[config.mk]
export PLATFORM = sky130hd
export DESIGN_NAME = minipit_spi_cfg
export DESIGN_NICKNAME = d
export VERILOG_FILES = /design/src/rtl/minipit_spi_cfg.sv
export SDC_FILE = /design/constraint.sdc
export NUM_CORES = 1
export LEC_CHECK = 0
export CAP_MARGIN = 10
export CORE_MARGIN = 2
export CORE_UTILIZATION = 40
export DETAILED_ROUTE_END_ITERATION = 7
export GPL_TIMING_DRIVEN = 0
export SLEW_MARGIN = 0
export SYNTH_ARGS = -nofsm -noshare
export SYNTH_HDL_FRONTEND = slang
export SYNTH_SLANG_ARGS = --single-unit
[constraint.sdc]
create_clock -name clk -period 2.05 [get_ports clk]
set_clock_uncertainty 0.15 [all_clocks]
set_input_delay 0.41 -clock clk [delete_from_list [all_inputs] [get_ports clk]]
set_output_delay 0.41 -clock clk [all_outputs]
set_load 0.01 [all_outputs]
[src/rtl/minipit_spi_cfg.sv]
// rtl/minipit_spi_cfg.sv - SPI mode-0 configuration front-end for the mini PIT timer
module minipit_spi_cfg #(
    parameter int SYNC_STAGES = 2
) (
    input  logic       clk,
    input  logic       reset,
    input  logic       sclk,
    input  logic       cs_n,
    input  logic       mosi,
    output logic       miso,
    input  logic [7:0] status_in,
    output logic       wr_en,
    output logic [1:0] wr_addr,
    output logic [7:0] wr_data,
    output logic       frame_err,
    output logic       busy
);

    typedef enum logic [1:0] {
        IDLE = 2'd0,
        CMD  = 2'd1,
        DATA = 2'd2,
        DONE = 2'd3
    } state_t;

    logic [SYNC_STAGES-1:0] sclk_sync_q;
    logic [SYNC_STAGES-1:0] cs_sync_q;
    logic [SYNC_STAGES-1:0] mosi_sync_q;

    logic sclk_s, cs_s, mosi_s;
    logic sclk_prev_q, cs_prev_q;
    logic sclk_rise_q, sclk_fall_q, cs_fall_q, cs_rise_q, mosi_q;

    state_t     state_q, state_d;
    logic [2:0] bit_cnt_q, bit_cnt_d;
    logic [7:0] rx_sh_q, rx_sh_d;
    logic [7:0] tx_sh_q, tx_sh_d;
    logic [7:0] cmd_q, cmd_d;
    logic       wr_en_q, wr_en_d;
    logic [1:0] wr_addr_q, wr_addr_d;
    logic [7:0] wr_data_q, wr_data_d;
    logic       frame_err_q, frame_err_d;
    logic       miso_q, miso_d;
    logic [7:0] rx_next;

    assign sclk_s = sclk_sync_q[SYNC_STAGES-1];
    assign cs_s   = cs_sync_q[SYNC_STAGES-1];
    assign mosi_s = mosi_sync_q[SYNC_STAGES-1];

    // Bring the asynchronous SPI pins into the clk domain; cs_n idles high
    always_ff @(posedge clk) begin
        if (reset) begin
            sclk_sync_q <= '0;
            cs_sync_q   <= '1;
            mosi_sync_q <= '0;
        end else begin
            sclk_sync_q <= {sclk_sync_q[SYNC_STAGES-2:0], sclk};
            cs_sync_q   <= {cs_sync_q[SYNC_STAGES-2:0], cs_n};
            mosi_sync_q <= {mosi_sync_q[SYNC_STAGES-2:0], mosi};
        end
    end

    // Registered edge detect; mosi is delayed alongside so it lines up with the rise pulse
    always_ff @(posedge clk) begin
        if (reset) begin
            sclk_prev_q <= 1'b0;
            cs_prev_q   <= 1'b1;
            sclk_rise_q <= 1'b0;
            sclk_fall_q <= 1'b0;
            cs_fall_q   <= 1'b0;
            cs_rise_q   <= 1'b0;
            mosi_q      <= 1'b0;
        end else begin
            sclk_prev_q <= sclk_s;
            cs_prev_q   <= cs_s;
            sclk_rise_q <= sclk_s & ~sclk_prev_q;
            sclk_fall_q <= ~sclk_s & sclk_prev_q;
            cs_fall_q   <= ~cs_s & cs_prev_q;
            cs_rise_q   <= cs_s & ~cs_prev_q;
            mosi_q      <= mosi_s;
        end
    end

    assign rx_next = {rx_sh_q[6:0], mosi_q};

    // Frame sequencing: command byte, data byte, then wait for cs_n to release
    always_comb begin
        state_d     = state_q;
        bit_cnt_d   = bit_cnt_q;
        rx_sh_d     = rx_sh_q;
        tx_sh_d     = tx_sh_q;
        cmd_d       = cmd_q;
        wr_en_d     = 1'b0;
        wr_addr_d   = wr_addr_q;
        wr_data_d   = wr_data_q;
        frame_err_d = 1'b0;
        miso_d      = miso_q;
        unique case (state_q)
            IDLE: begin
                miso_d = 1'b0;
                if (cs_fall_q) begin
                    state_d   = CMD;
                    bit_cnt_d = 3'd0;
                end
            end
            CMD: begin
                if (cs_rise_q) begin
                    state_d     = IDLE;
                    bit_cnt_d   = 3'd0;
                    frame_err_d = 1'b1;
                    miso_d      = 1'b0;
                end else if (sclk_rise_q) begin
                    rx_sh_d   = rx_next;
                    bit_cnt_d = bit_cnt_q + 3'd1;
                    if (bit_cnt_q == 3'd7) begin
                        cmd_d   = rx_next;
                        state_d = DATA;
                        // Read: preload status so bit 7 is on miso before the 9th rise
                        if (!rx_next[7]) begin
                            tx_sh_d = status_in;
                            miso_d  = status_in[7];
                        end
                    end
                end
            end
            DATA: begin
                if (cs_rise_q) begin
                    state_d     = IDLE;
                    bit_cnt_d   = 3'd0;
                    frame_err_d = 1'b1;
                    miso_d      = 1'b0;
                end else begin
                    // Mode 0: change miso on the falling edge, presenting the current MSB
                    if (sclk_fall_q && !cmd_q[7]) begin
                        miso_d  = tx_sh_q[7];
                        tx_sh_d = {tx_sh_q[6:0], 1'b0};
                    end
                    if (sclk_rise_q) begin
                        rx_sh_d   = rx_next;
                        bit_cnt_d = bit_cnt_q + 3'd1;
                        if (bit_cnt_q == 3'd7) begin
                            state_d = DONE;
                            if (cmd_q[7]) begin
                                if (cmd_q[1:0] != 2'b11) begin
                                    wr_en_d   = 1'b1;
                                    wr_addr_d = cmd_q[1:0];
                                    wr_data_d = rx_next;
                                end else begin
                                    frame_err_d = 1'b1;
                                end
                            end
                        end
                    end
                end
            end
            DONE: begin
                miso_d = 1'b0;
                if (cs_rise_q) begin
                    state_d   = IDLE;
                    bit_cnt_d = 3'd0;
                end
            end
            default: state_d = IDLE;
        endcase
    end

    // State and output registers
    always_ff @(posedge clk) begin
        if (reset) begin
            state_q     <= IDLE;
            bit_cnt_q   <= 3'd0;
            rx_sh_q     <= 8'd0;
            tx_sh_q     <= 8'd0;
            cmd_q       <= 8'd0;
            wr_en_q     <= 1'b0;
            wr_addr_q   <= 2'd0;
            wr_data_q   <= 8'd0;
            frame_err_q <= 1'b0;
            miso_q      <= 1'b0;
        end else begin
            state_q     <= state_d;
            bit_cnt_q   <= bit_cnt_d;
            rx_sh_q     <= rx_sh_d;
            tx_sh_q     <= tx_sh_d;
            cmd_q       <= cmd_d;
            wr_en_q     <= wr_en_d;
            wr_addr_q   <= wr_addr_d;
            wr_data_q   <= wr_data_d;
            frame_err_q <= frame_err_d;
            miso_q      <= miso_d;
        end
    end

    assign wr_en     = wr_en_q;
    assign wr_addr   = wr_addr_q;
    assign wr_data   = wr_data_q;
    assign frame_err = frame_err_q;
    assign miso      = miso_q;
    assign busy      = (state_q != IDLE);

endmodule

== Word-level counts from Yosys, hierarchy flattened ==
Index checks and enable logic that the tools add are counted.
Widths: inputs -> output; s select.

* Register bits after elaboration: 54
* Bits of input ports: 13
* Output and inout port bits: 14
* Logic and storage cells: 105

* Add/sub/neg operators: 1
* Eq/ne operators: 20
* Multiplexer cells: 36
* Bitwise operators: 13
* Reduce and logical (&&, ||, !) cells: 15

{| class="wikitable"
|+ Operators by type and width
! operator !! count
|-
| $mux 8 || 6
|-
| $ne 2x2->1 const B || 9
|-
| $ne 3x3->1 const B || 6
|-
| $mux 2 || 8
|-
| $pmux 8 s2 || 1
|-
| $mux 1 || 13
|-
| $mux 3 || 4
|-
| $reduce_and 6->1 || 2
|-
| $not 1->1 || 9
|-
| $pmux 3 s3 || 1
|-
| $pmux 2 s4 || 1
|-
| $reduce_and 4->1 || 2
|-
| $reduce_and 7->1 || 1
|-
| $reduce_and 3->1 || 2
|-
| $reduce_or 6->1 || 1
|-
| $and 1x1->1 || 4
|-
| $eq 2x2->1 const B || 2
|-
| $reduce_bool 2->1 || 2
|-
| $reduce_or 2->1 || 2
|-
| $add 3x1->3 const B || 1
|-
| $eq 3x3->1 const B || 1
|-
| $ne 3x1->1 const B || 1
|-
| $pmux 1 s3 || 1
|-
| $eq 2x1->1 const B || 1
|-
| other kinds (4) || 4
|}

== Depth between registers and ports, before layout ==
* Word-level depth: 7
* Gate-level depth with buffers: 7
* Mapped depth without buffers: 6

== Worst setup path before layout ==
Ideal clock, no wire load.

* Path kind: reg-to-reg
* Start point: reg bit_cnt_q[0]
* End point: reg tx_sh_q[4]
* Library setup time: 0.125 ns
* Arrival time: 1.477 ns
* Required time: 1.775 ns
* Path slack: 0.298 ns
* Cell stages (with the launch flop): 8
* Buffers on the path: 1
* Period minus slack after synthesis: 1.752 ns
* Path through: dfxtp_1 -> ha_1 -> ha_1 -> and4bb_1 -> o22a_4 -> buf_12 -> nor2_2 -> a211oi_2

* Cells in the longest elaborated chain, start to end: 3

{| class="wikitable"
|+ RTL lines
! item !! RTL line !! text
|-
| start: declaration || 35 || <nowiki>logic [2:0] bit_cnt_q, bit_cnt_d;</nowiki>
|-
| start signal: assignment || 182 || <nowiki>bit_cnt_q <= bit_cnt_d;</nowiki>
|-
| $eq 3x3->1 || 115 || <nowiki>if (bit_cnt_q == 3'd7) begin</nowiki>
|-
| $ne 2x2->1 (no line) || - ||
|-
| $reduce_and 7->1 (no line) || - ||
|-
| end signal: assignment || 184 || <nowiki>tx_sh_q <= tx_sh_d;</nowiki>
|-
| end: declaration || 37 || <nowiki>logic [7:0] tx_sh_q, tx_sh_d;</nowiki>
|}

No other way between the ends.
A chain may end at the register's enable or synchronous reset.

== Final worst setup path ==
* Start point: reg state_q[0]
* End point: reg miso_q (netlist: miso)

* Cells in the longest elaborated chain, start to end: 3
* Elaborated cells between the ends (all ways): 11
* Classes of those cells: eq/ne: 7; mux: 1; reduce/logical: 3

{| class="wikitable"
|+ RTL lines
! item !! RTL line !! text
|-
| start: declaration || 34 || <nowiki>state_t state_q, state_d;</nowiki>
|-
| start signal: assignment || 181 || <nowiki>state_q <= state_d;</nowiki>
|-
| $eq 2x2->1 (tied with other cells) || 98 || <nowiki>unique case (state_q)</nowiki>
|-
| $ne 3x3->1 (no line) or $reduce_or 2->1 (tied branches) || - ||
|-
| $reduce_and 4->1 (no line) or $pmux 1 s3 (tied branches) || - ||
|-
| end signal: assignment || 190 || <nowiki>miso_q <= miso_d;</nowiki>
|-
| end: declaration || 43 || <nowiki>logic miso_q, miso_d;</nowiki>
|}

Parallel ways exist; a longest one is shown, timed or not.

==> reports/summary.txt <==
Run status: finished clean
Root Buffer: clkbuf_8
H-tree levels: 2
Die height: 76.0 µm
Total number of vias: 1,400
Clk buf depth: 2
# rows: 26
Worst path max stage delay: 0.36 ns
Post-synthesis mux area share: 12.6%
Die Area: 5780 µm²
DR DRC count: 0
DP HPWL: 2600 µm
Area share of fa/ha/maj cells after synthesis: 4.22%
Sequential cell area fraction in the yosys report: 47.3%
Initial antenna violation count: 0
Synthesized net count: 217
Largest net degree at the start of global routing: 15
Finish-stage setup viols: 0
First-pass GRT wire length: 6480 µm
I/O pin cnt: 27
Fmax: 531 MHz
PwrDens: 751 nW/µm²
Slew margin rel.: 68.8%
Final Critical Period: 1.88 ns
CTS tree: done
CTS clk-pin slew, worst paths: 0.09 ns
Vias per cell: 4.67
DP Area: 2420 µm²
Multi-input combinational cell area: 995 µm²
Complex-gate fraction of the synthesized area: 9.96%
Overall power: 1.90 mW
PortBufs: 26
Fin area: 2530 µm²
Req. time, crit path: 2.09 ns
Synth area leaders: dfxtp_1, mux2i_1, a211oi_2
Setup Crit Path Kind: reg -> reg
CP max FO: 10
Number of flops mapped to enable cells by yosys: 0
Final Hold Fails: 0
Iter 0 DRT Violations: 68
Layout cell share with drive strength beyond 1: 14.8%
RSZ-0062 raised after global routing: false
Cells after synthesis: 197
Register Area: 983 µm²
Slew Limit Fails: 0
Layout area overhead: 21.8%
Simple-gate share of the synthesized area: 21.2%
Worst setup EP type: flip-flop
Period utilization: 91.8%
Synth Warn #: 0
Worst-Margin Slew: 0.468 ns
Share of the synthesized area in the top cell type: 47.3%
FF+latch count, synth: 49
DR WL/cell: 12.3 µm
Worst Setup Start Kind: flip-flop
Cell area after synthesis: 2070 µm²
Largest family of logic cells by synthesized area: simple AND/OR/NAND/NOR gates
Worst Path Arrival: 1.92 ns
Critical path, cell by cell: inv_1, ha_1, buf_2, nor2b_1, a22oi_1, mux2i_1, nor2_1
Top cell type by total area after synthesis: dfxtp_1
Post-route ant nets: 0
Synth Area per Inst: 10.5 µm²
Fill cells: 470
N_diodes: 0
Worst VDD drop: 0.489 mV
Leakage: 1.01 nW
Grt ovf: 0
Sink Count: 49
WL final: 3700 µm
Gr usage total: 14.0%
Synth cell types: 33
GPL Wtd Cong: 0.751
PnR worst setup slack: 0.167 ns
Final cell count without fillers: 300
CP max stage cell: dfxtp_2
Max Cap Viol: 0
Hold crit path type: reg -> reg
CORE AREA: 5040 µm²
Pre-CTS setup slack: -0.0900 ns
Number of nets in the layout: 250
Drt first pass iters: 4
Latest clock arrival within the worst-skew pair: 0.30 ns
Starting Density: 41.1%
Xor/xnor share of the synthesized area: 0%
CTS buffer count: 5
Top_reg_cell synth: dfxtp_1
Fraction of registers with async set/reset: 0%
Die width: 76.0 µm
Vias in the first global route: 1,391
Inst Count DP: 293
## layout by cell type (no fill, tap or decap), drive strengths merged, types with 4 or more instances in the layout
cell           synthesis  layout
inv                    6       6
clkdlybuf4s50          0      25
a211oi                10      10
nor2b                 11      11
clkbuf                 4       9
nor2                  33      33
nand2b                 6       6
o21ai                  4       4
mux2i                 26      26
dfxtp                 49      49
buf                    6       6
ha                     7       7
nor3                   5       5
nand3b                 6       6
## where the power goes
part / total [mW] / internal, mW / leakage (nW) / switching [mW]
clock: 0.665 / 0.355 / 0.0540 / 0.310
sequential: 1.01 / 0.987 / 0.398 / 0.0198
combinational: 0.227 / 0.115 / 0.559 / 0.112
## through the flow
stage                     hold slack (ns)  TNS (ns)  util, %
after floorplan                     0.233         0        -
after global routing                0.277         0     50.1
after global placement              0.239     -3.17     48.0
after CTS                           0.256         0     50.1
after detailed placement            0.244     -1.78     48.0
final                               0.253         0     50.1
## critical path: cells and delay by family (launching register included)
family,cells,cell delay [ns]
muxes,1,0.21
AOI/OAI and AO/OA,1,0.24
adders and majority gates,1,0.26
and+or+nand+nor,2,0.23
buffers and inverters,2,0.31
DFF,1,0.36
## flip-flops by register name (all words and copies together) (netlist names)
signal and flops:
tx_sh_q 8, wr_data 8, rx_sh_q 7, bit_cnt_q 3, cmd_q 3, cs_sync_q 2
mosi_sync_q 2, sclk_sync_q 2, state_q 2, wr_addr 2, cs_fall_q 1, cs_prev_q 1
cs_rise_q 1, frame_err 1, miso 1, mosi_q 1, sclk_fall_q 1, sclk_prev_q 1
sclk_rise_q 1, wr_en 1
## worst paths after layout
path,start,endpoint,slack (ns),depth (start not counted)
worst max-delay path,state_q[0]$_SDFFE_PP0P_,miso$_SDFFE_PP0P_,0.17,7
worst min-delay path,sclk_prev_q$_SDFF_PP0_,sclk_rise_q$_SDFF_PP0_,0.25,1
worst max register to register,state_q[0]$_SDFFE_PP0P_,miso$_SDFFE_PP0P_,0.17,7
worst min register to register,sclk_prev_q$_SDFF_PP0_,sclk_rise_q$_SDFF_PP0_,0.25,1
## per-layer routing
metal | up-vias | wire length, µm | GRT usage [%]
li1 | 739 | - | -
met1 | 630 | 1970 | 18.9
met2 | 25 | 1530 | 21.2
met3 | 6 | 137 | 4.03
met4 | 0 | 57 | 5.45
met5 | - | 0 | 0
## cell usage after synthesis (all sizes together), types with 4 or more instances
cell and count:
a211oi 10, buf 6, clkbuf 4, dfxtp 49, ha 7, inv 6, mux2i 26, nand2b 6
nand3b 6, nor2 33, nor2b 11, nor3 5, o21ai 4
## final cells by class
class	instances	area share [%]
tap	70	3.47
multi-input combinational	132	39.4
clock inverter	2	1.39
timing repair buffer	26	10.3
sequential	49	38.9
clock buffer	5	2.72
inverter	6	0.892
buffer	10	2.97
## logic make-up (layout without fill, tap and decap cells)
family                   Yosys count  after routing
AND/OR/NAND/NOR                   77             77
flip-flops                        49             49
multiplexers                      26             26
AO/OA/AOI/OAI                     22             22
buffers and inverters             16             49
adder cells (fa/ha/maj)            7              7
## repair_timing
item	in CTS	in global routing
hold buffers	0	0
endpoints found under the setup margin	1	0
gates resized for setup	3	0
setup buffers	0	0
Power figures use the tool's default switching activity.
